$ cat src/rtl/alu_pkg.sv
// Shared definitions for the two-requester ALU arbiter: ALU control codes
// and the arbiter FSM state encoding.
package alu_pkg;

  localparam logic [2:0] ALU_ADD  = 3'b000;
  localparam logic [2:0] ALU_SUB  = 3'b001;
  localparam logic [2:0] ALU_AND  = 3'b010;
  localparam logic [2:0] ALU_SLTU = 3'b101;

  typedef enum logic [1:0] {
    ST_IDLE = 2'b00,
    ST_EXEC = 2'b01,
    ST_RESP = 2'b10
  } state_t;

endpackage

$ cat src/rtl/alu.sv
// Combinational ALU: add, sub, and, unsigned less-than; other codes give 0.
// The equality flag is produced for every control code.
module alu
  import alu_pkg::*;
#(
  parameter int DATA_WIDTH = 32
) (
  input  logic [DATA_WIDTH-1:0] op1,
  input  logic [DATA_WIDTH-1:0] op2,
  input  logic [2:0]            ctrl,
  output logic [DATA_WIDTH-1:0] sum,
  output logic                  eq
);

  // Result select by control code
  always_comb begin
    sum = '0;
    case (ctrl)
      ALU_ADD:  sum = op1 + op2;
      ALU_SUB:  sum = op1 - op2;
      ALU_AND:  sum = op1 & op2;
      ALU_SLTU: sum = {{(DATA_WIDTH-1){1'b0}}, (op1 < op2)};
      default:  sum = '0;
    endcase
  end

  assign eq = (op1 == op2);

endmodule

$ cat src/rtl/alu_arbiter.sv
// Shares one ALU between two valid/ready requesters using a round-robin
// pointer; one operation is in flight at a time (IDLE -> EXEC -> RESP).
module alu_arbiter
  import alu_pkg::*;
#(
  parameter int DATA_WIDTH = 32
) (
  input  logic                  clk,
  input  logic                  rst,
  input  logic                  req0_valid,
  output logic                  req0_ready,
  input  logic [DATA_WIDTH-1:0] req0_op1,
  input  logic [DATA_WIDTH-1:0] req0_op2,
  input  logic [2:0]            req0_ctrl,
  input  logic                  req1_valid,
  output logic                  req1_ready,
  input  logic [DATA_WIDTH-1:0] req1_op1,
  input  logic [DATA_WIDTH-1:0] req1_op2,
  input  logic [2:0]            req1_ctrl,
  output logic                  rsp_valid,
  input  logic                  rsp_ready,
  output logic                  rsp_id,
  output logic [DATA_WIDTH-1:0] rsp_sum,
  output logic                  rsp_eq
);

  state_t                  state_r, state_s;
  logic                    ptr_r;
  logic [DATA_WIDTH-1:0]   op1_r, op2_r;
  logic [2:0]              ctrl_r;
  logic                    id_r;
  logic                    gnt0_s, gnt1_s;
  logic [DATA_WIDTH-1:0]   alu_sum_s;
  logic                    alu_eq_s;
  logic                    rsp_valid_r, rsp_id_r, rsp_eq_r;
  logic [DATA_WIDTH-1:0]   rsp_sum_r;

  alu #(.DATA_WIDTH(DATA_WIDTH)) u_alu (
    .op1  (op1_r),
    .op2  (op2_r),
    .ctrl (ctrl_r),
    .sum  (alu_sum_s),
    .eq   (alu_eq_s)
  );

  // Grant and next-state; ptr_r set means requester 1 wins a tie
  always_comb begin
    gnt0_s  = 1'b0;
    gnt1_s  = 1'b0;
    state_s = state_r;
    case (state_r)
      ST_IDLE: begin
        if (!rst) begin
          gnt0_s = req0_valid && (!req1_valid || !ptr_r);
          gnt1_s = req1_valid && (!req0_valid || ptr_r);
        end else begin
          gnt0_s = 1'b0;
          gnt1_s = 1'b0;
        end
        if (gnt0_s || gnt1_s) begin
          state_s = ST_EXEC;
        end else begin
          state_s = ST_IDLE;
        end
      end
      ST_EXEC: state_s = ST_RESP;
      ST_RESP: begin
        if (rsp_ready) begin
          state_s = ST_IDLE;
        end else begin
          state_s = ST_RESP;
        end
      end
      default: state_s = ST_IDLE;
    endcase
  end

  // State, capture, response and pointer registers
  always_ff @(posedge clk) begin
    if (rst) begin
      state_r     <= ST_IDLE;
      ptr_r       <= 1'b0;
      op1_r       <= '0;
      op2_r       <= '0;
      ctrl_r      <= 3'b000;
      id_r        <= 1'b0;
      rsp_valid_r <= 1'b0;
      rsp_id_r    <= 1'b0;
      rsp_sum_r   <= '0;
      rsp_eq_r    <= 1'b0;
    end else begin
      state_r <= state_s;
      case (state_r)
        ST_IDLE: begin
          if (gnt1_s) begin
            op1_r  <= req1_op1;
            op2_r  <= req1_op2;
            ctrl_r <= req1_ctrl;
            id_r   <= 1'b1;
          end else if (gnt0_s) begin
            op1_r  <= req0_op1;
            op2_r  <= req0_op2;
            ctrl_r <= req0_ctrl;
            id_r   <= 1'b0;
          end else begin
            id_r   <= id_r;
          end
        end
        ST_EXEC: begin
          rsp_sum_r   <= alu_sum_s;
          rsp_eq_r    <= alu_eq_s;
          rsp_id_r    <= id_r;
          rsp_valid_r <= 1'b1;
        end
        ST_RESP: begin
          if (rsp_ready) begin
            rsp_valid_r <= 1'b0;
            ptr_r       <= ~rsp_id_r;
          end else begin
            rsp_valid_r <= 1'b1;
          end
        end
        default: rsp_valid_r <= 1'b0;
      endcase
    end
  end

  assign req0_ready = gnt0_s;
  assign req1_ready = gnt1_s;
  assign rsp_valid  = rsp_valid_r;
  assign rsp_id     = rsp_id_r;
  assign rsp_sum    = rsp_sum_r;
  assign rsp_eq     = rsp_eq_r;

endmodule

$ cat config.mk
export PLATFORM = sky130hd
export DESIGN_NAME = alu_arbiter
export DESIGN_NICKNAME = d
export VERILOG_FILES = /design/src/rtl/alu_pkg.sv /design/src/rtl/alu.sv /design/src/rtl/alu_arbiter.sv
export SDC_FILE = /design/constraint.sdc
export NUM_CORES = 1
export LEC_CHECK = 0
export ABC_AREA = 1
export BUFFER_PORTS_ARGS = -buffer_cell sky130_fd_sc_hd__buf_2
export CORE_UTILIZATION = 55
export DETAILED_ROUTE_END_ITERATION = 6
export GPL_TIMING_DRIVEN = 0
export PLACE_DENSITY = 0.81
export SLEW_MARGIN = 20
export SYNTH_ARGS = -nofsm -noshare
export SYNTH_HDL_FRONTEND = slang
export SYNTH_HIERARCHICAL = 1
export SYNTH_SLANG_ARGS = --single-unit
$ cat constraint.sdc
create_clock -name clk -period 3.8 [get_ports clk]
set_input_delay 0.38 -clock clk [delete_from_list [all_inputs] [get_ports clk]]
set_output_delay 0.38 -clock clk [all_outputs]
set_load 0.01 [all_outputs]
# After elaboration in Yosys (flattened, before gate mapping)
# Index checks and enable logic that the tools add are counted.
[op_classes] order_cmp=1 n_bitwise=2 reduce_logical=13 n_eq_ne=6 mux=20 addsub=2
[ops] cell="32-bit 2-to-1 mux" count=4
[ops] cell="32-bit one-hot mux with 4 select lines" count=1
[ops] cell="32-bit adder" count=1
[ops] cell="32-bit AND" count=1
[ops] cell="32-bit equality test" count=1
[ops] cell="32-bit less-than comparator" count=1
[ops] cell="32-bit subtractor" count=1
[ops] cell="1-bit 2-to-1 mux" count=10
[ops] cell="3-bit 2-to-1 mux" count=2
[ops] cell="2-bit one-hot mux with 3 select lines" count=1
[ops] cell="2-bit AND reduction" count=2
[ops] cell="3-bit by 1-bit equality test with 1-bit output (second input constant)" count=1
[ops] cell="3-bit by 2-bit equality test with 1-bit output (second input constant)" count=1
[ops] cell="3-bit equality test (second input constant)" count=1
[ops] cell="1-bit logical NOT" count=3
[ops] cell="3-bit logical NOT" count=1
[ops] cell="1-bit logical OR" count=3
[ops] cell="1-bit one-hot mux with 3 select lines" count=1
[ops] cell="2-bit by 1-bit equality test with 1-bit output (second input constant)" count=1
[ops] cell="2-bit equality test (second input constant)" count=1
[ops] cell="1-bit logical AND" count=2
[ops] cell="2-bit logical NOT" count=1
[ops] cell="2-bit 2-to-1 mux" count=1
[ops] cell="2-bit nonzero test" count=1
[ops] cell="1-bit inverter" count=1
[totals] word_cells=54 regBits=106 in_bits=139 out_inout_bits=37

# Depth between registers and ports, before layout
[depth] ltp_word=8 ltp_mapped=18

# By module
# Netlist, hierarchy kept.
[modules_own_cells] module="alu" area_per_inst_um2=5595.4 n_inst=1 cells_per_inst=1172 seq_area_each_um2=0.0
[modules_own_cells] module="alu_arbiter" area_per_inst_um2=5504.0 n_inst=1 cells_per_inst=900 seq_area_each_um2=2122.0

# Least setup slack after synthesis
# Ideal clock, no wire load.
[synth_path] path_type="register to register" from="register op1_r[0]" to="register rsp_sum_r[0], in the netlist rsp_sum[0]" slack_ns=1.759 path_stages_with_launch=16 t_arrival_ns=1.925 setup_time_ns=0.116 required_ns=3.684 period_less_slack_ns=2.041 path_buffers=0 path_cell_list="dfxtp_1 -> inv_1 -> ha_1 -> fa_1 -> inv_1 -> nand2_1 -> nand3_1 -> nand2_1 -> nand2_1 -> nand2_1 -> nand3_1 -> nand3_1 -> nand3_1 -> nand2_1 -> nor2_1 -> nor2_1"
[synth_via] elab_chain_cells=2 elab_cells_between_ends=5 cone_classes="add/sub: 2; order compare: 1; mux: 1; bitwise: 1"
[synth_lines] element="start: declaration" line="alu_arbiter.sv:29" text="logic [DATA_WIDTH-1:0] op1_r, op2_r;"
[synth_lines] element="start signal: assignment" line="alu_arbiter.sv:96" text="op1_r <= req1_op1;"
[synth_lines] element="start signal: assignment" line="alu_arbiter.sv:101" text="op1_r <= req0_op1;"
[synth_lines] element="32-bit subtractor, or another cell as far along" line="alu.sv:20" text="ALU_SUB: sum = op1 - op2;"
[synth_lines] element="32-bit one-hot mux with 4 select lines (*)" line="alu.sv:18" text="case (ctrl)"
[synth_lines] element="named net alu_sum_s[0]" line="alu_arbiter.sv:33" text="logic [DATA_WIDTH-1:0] alu_sum_s;"
[synth_lines] element="end signal: assignment" line="alu_arbiter.sv:110" text="rsp_sum_r <= alu_sum_s;"
[synth_lines] element="end: declaration" line="alu_arbiter.sv:36" text="logic [DATA_WIDTH-1:0] rsp_sum_r;"
# Mark *: on every way through the listed nets, which the timed path passes. The rest lies on a longest branch.
# A chain may end at the register's enable or synchronous reset.

# Worst setup path in the final report
# Same ends and word-level chain as after synthesis.

==> metrics.md <==
| Metric | Value |
|---|---|
| Status | `finished, violations left` |
| Violated checks | `DRC` |
| Wirelength per Cell | `14.68 um` |
| Tcrit/Tclk final | `72.97%` |
| Routed via count | `13000` |
| Final wirelength | `37110 um` |
| Endpoint, Worst Hold | `ptr_r` |
| Setup TNS | `0 ps` |
| GRT Total Usage | `36.95%` |
| Post-synth top area share | `24.35%` |
| Area grow syn2layout | `13.85%` |
| Reg2reg path depth | `15` |
| Placed insts | `2511` |
| Wire length on met3 | `2939 um` |
| Syn Nets | `2280` |
| Minimum clock period | `2773 ps` |
| IO Pins | `176` |
| RSZ-0062 raised after global routing | `no` |
| Final WS setup | `1027 ps` |
| Clk buf depth | `2` |
| Synthesized area | `11100 um2` |
| Commonest cells in the netlist | `nand2_1, inv_1, nand3_1` |
| CP max FO | `4` |
| Syn avg cell area | `5.357 um2` |
| Met1 WL | `16650 um` |
| Fin. Hold Viols | `0` |
| Synth top area cells | `nand2_1, dfxtp_1, inv_1, nand3_1, ha_1` |
| Clk sink count | `106` |
| Sequential fraction of the synthesis area | `19.12%` |
| Antenna violations before repair | `0` |
| Max cap viols | `0` |
| CTS tree | `yes` |
| ANT nets after route | `0` |
| Vias in the first global route | `11700` |
| Post-synthesis cell count | `2072` |
| Arrival @ worst endpoint | `3040 ps` |
| Max Clock Skew | `15.32 ps` |
| Horiz. Die Dim | `144.1 um` |
| Max IR drop VDD | `0.2049 mV` |
| Clock latency on the worst-skew pair | `370 ps` |
| DP HPWL | `30940 um` |
| Drt first-iter violations | `1229` |
| EDFF count, synth | `0` |
| Cts hold-fix bufs | `0` |
| Most common cell on crit path | `nand2_1` |
| Buffers on Ports | `174` |
| Yosys warns | `6` |
| GP Congestion | `1.016` |
| Post-layout nets | `2465` |
| FF-to-FF setup slack | `1030 ps` |
| Unique masters post-synth | `43` |
| WP data required | `4070 ps` |
| Worst setup SP type | `flop` |
| DR DRC count | `12` |
| Initial Util | `56.47%` |
| Async S/R FF share, synth | `0%` |
| Metal2 WL | `16040 um` |
| Largest area contributor in the netlist | `nand2_1` |
| # setup viols final | `0` |
| Overall die height | `144.1 um` |
| Slowest-stage cell, CP | `fa_1` |
| Slowest stage delay, CP | `490 ps` |
| DR pass1 iterations | `7` |
| Critical Path, Cell by Cell | `inv_1 -> ha_1 -> fa_1 -> inv_1 -> nand2_1 -> nand3_1 -> nand2_1 -> nand2_1 -> nand2_1 -> nand3_1 -> nand3_1 -> nand3_1 -> nand2_1 -> nor2_1 -> nor2_1` |
| Max Freq | `360.7 MHz` |
| Root buffer selected by CTS | `clkbuf_16` |
| Worst Hold Depth | `2` |
| Top FF cell, synth | `dfxtp_1` |
| Terminus of the critical flop-to-flop path | `rsp_sum[0]` |
| Pwr Density | `359.2 nW/um2` |
| H-tree depth | `3` |
| Worst slack, placed | `1156 ps` |
| Largest net degree at the start of global routing | `22` |
| Cell with the most instances after synthesis | `nand2_1` |
| Hold_sp | `rsp_ready` |
| Count of final max-slew check failures | `0` |
| Core area | `19650 um2` |
| Highest routed metal layer | `met4` |
| CTS Buf Count | `9` |
| RR Startpoint | `op1_r[0]` |
| Leak pwr | `8.006 nW` |
| CTS clk-pin slew, worst paths | `90 ps` |
| Die Area | `20750 um2` |
| Setup bufs post-CTS | `0` |
| Vias per Instance | `5.144` |
| Cts repair resizes | `0` |
| Slew at the pin with the worst max-slew slack | `708.9 ps` |
| Crit path capture type | `flop` |
| Hold Crit Class | `in -> reg` |
| Critical path class | `reg -> reg` |
| Relative slew slack | `52.74%` |
| First-pass GRT wire length | `58800 um` |
| Final Non-Filler Cells | `2528` |
| Share of cells above drive strength 1 | `12.60%` |
| Yosys reg bits | `106` |
| Fillers | `1990` |
| Row count | `51` |
| Aggregate global routing overflow | `0` |
-- layer usage --
layer | global-route usage [%] | vias to the layer above
li1 | - | 6653
met1 | 49.23 | 5666
met2 | 60.23 | 600
met3 | 3.411 | 85
met4 | 16.69 | 0
met5 | 0 | -
-- sequential cells by signal (all words and copies together) (netlist names) --
signal,cells
op2_r,32
ctrl_r,3
rsp_id,1
rsp_sum,32
state_r,2
rsp_valid,1
op1_r,32
rsp_eq,1
ptr_r,1
id_r,1
-- logic make-up after synthesis --
logic type               share of synthesized area, %
adder cells (fa/ha/maj)                         7.913
AND/OR/NAND/NOR                                 46.02
buffers and inverters                           20.02
AO/OA/AOI/OAI                                   6.775
XOR/XNOR                                       0.1578
flip-flops                                      19.12
-- how the worst max path moves through the flow --
stage               startpoint          to  slack, ps  cells past startpoint
global placement      op1_r[0]  rsp_sum[0]       1190                     15
detailed placement    op1_r[0]  rsp_sum[0]       1160                     15
global route          op1_r[0]  rsp_sum[0]        930                     15
CTS                   op1_r[0]  rsp_sum[0]       1110                     15
floorplan             op1_r[0]  rsp_sum[0]       1760                     15
finish                op1_r[0]  rsp_sum[0]       1030                     15
-- placed cells by master, fill, tap and decap left out, types with 5 or more instances in the layout --
cell / netlist / routed
inv_1: 461 / 461
o21bai_1: 9 / 9
nor2_2: 6 / 6
a21boi_0: 5 / 5
nand2_1: 720 / 720
dfxtp_1: 106 / 106
nor2_1: 157 / 157
clkbuf_1: 33 / 33
nor3_1: 9 / 9
a21oi_1: 44 / 44
inv_2: 12 / 12
ha_1: 67 / 67
clkbuf_16: 0 / 9
o21ai_0: 54 / 54
o221ai_1: 8 / 8
buf_4: 15 / 15
nand2_2: 11 / 11
buf_2: 34 / 208
nand4_1: 84 / 84
nand3_1: 190 / 190
buf_1: 6 / 6
-- cell type report --
| class | instances | area [um2] | area share [%] |
|---|---|---|---|
| inverter | 475 | 1783 | 14.11 |
| sequential | 106 | 2122 | 16.79 |
| tap | 265 | 331.6 | 2.624 |
| timing repair buffer | 174 | 870.8 | 6.891 |
| multi-input combinational | 1401 | 6755 | 53.46 |
| buffer | 90 | 439.2 | 3.475 |
| antenna | 1 | 2.502 | 0.01980 |
| clock buffer | 9 | 225.2 | 1.782 |
| clock inverter | 7 | 107.6 | 0.8515 |
-- stage by stage --
stage | total power [mW] | hold WS, ps | utilization, % | instance area, um2
floorplan | 2.813 | 433.5 | - | 11100
global placement | 3.405 | 443.2 | 62.59 | 12300
detailed placement | 3.435 | 450.2 | 62.59 | 12300
CTS | 4.494 | 240.0 | 64.29 | 12630
global route | 4.870 | 249.7 | 64.29 | 12630
finish | 4.539 | 249.4 | 64.30 | 12640
-- power by group --
part / internal (mW) / switching [mW] / leakage [nW] / total [mW]
sequential: 1.22 / 0.0923 / 0.873 / 1.31
combinational: 0.695 / 1.47 / 6.97 / 2.16
clock: 0.538 / 0.526 / 0.160 / 1.06
-- critical path: cells and delay by family, from the launching register on --
| kind | cells | cell delay, ps |
|---|---|---|
| AND/OR/NAND/NOR | 11 | 1360 |
| adder cells (fa/ha/maj) | 2 | 730 |
| flip-flops | 1 | 410 |
| buffers and inverters | 2 | 180 |
Power figures use the tool's default switching activity.
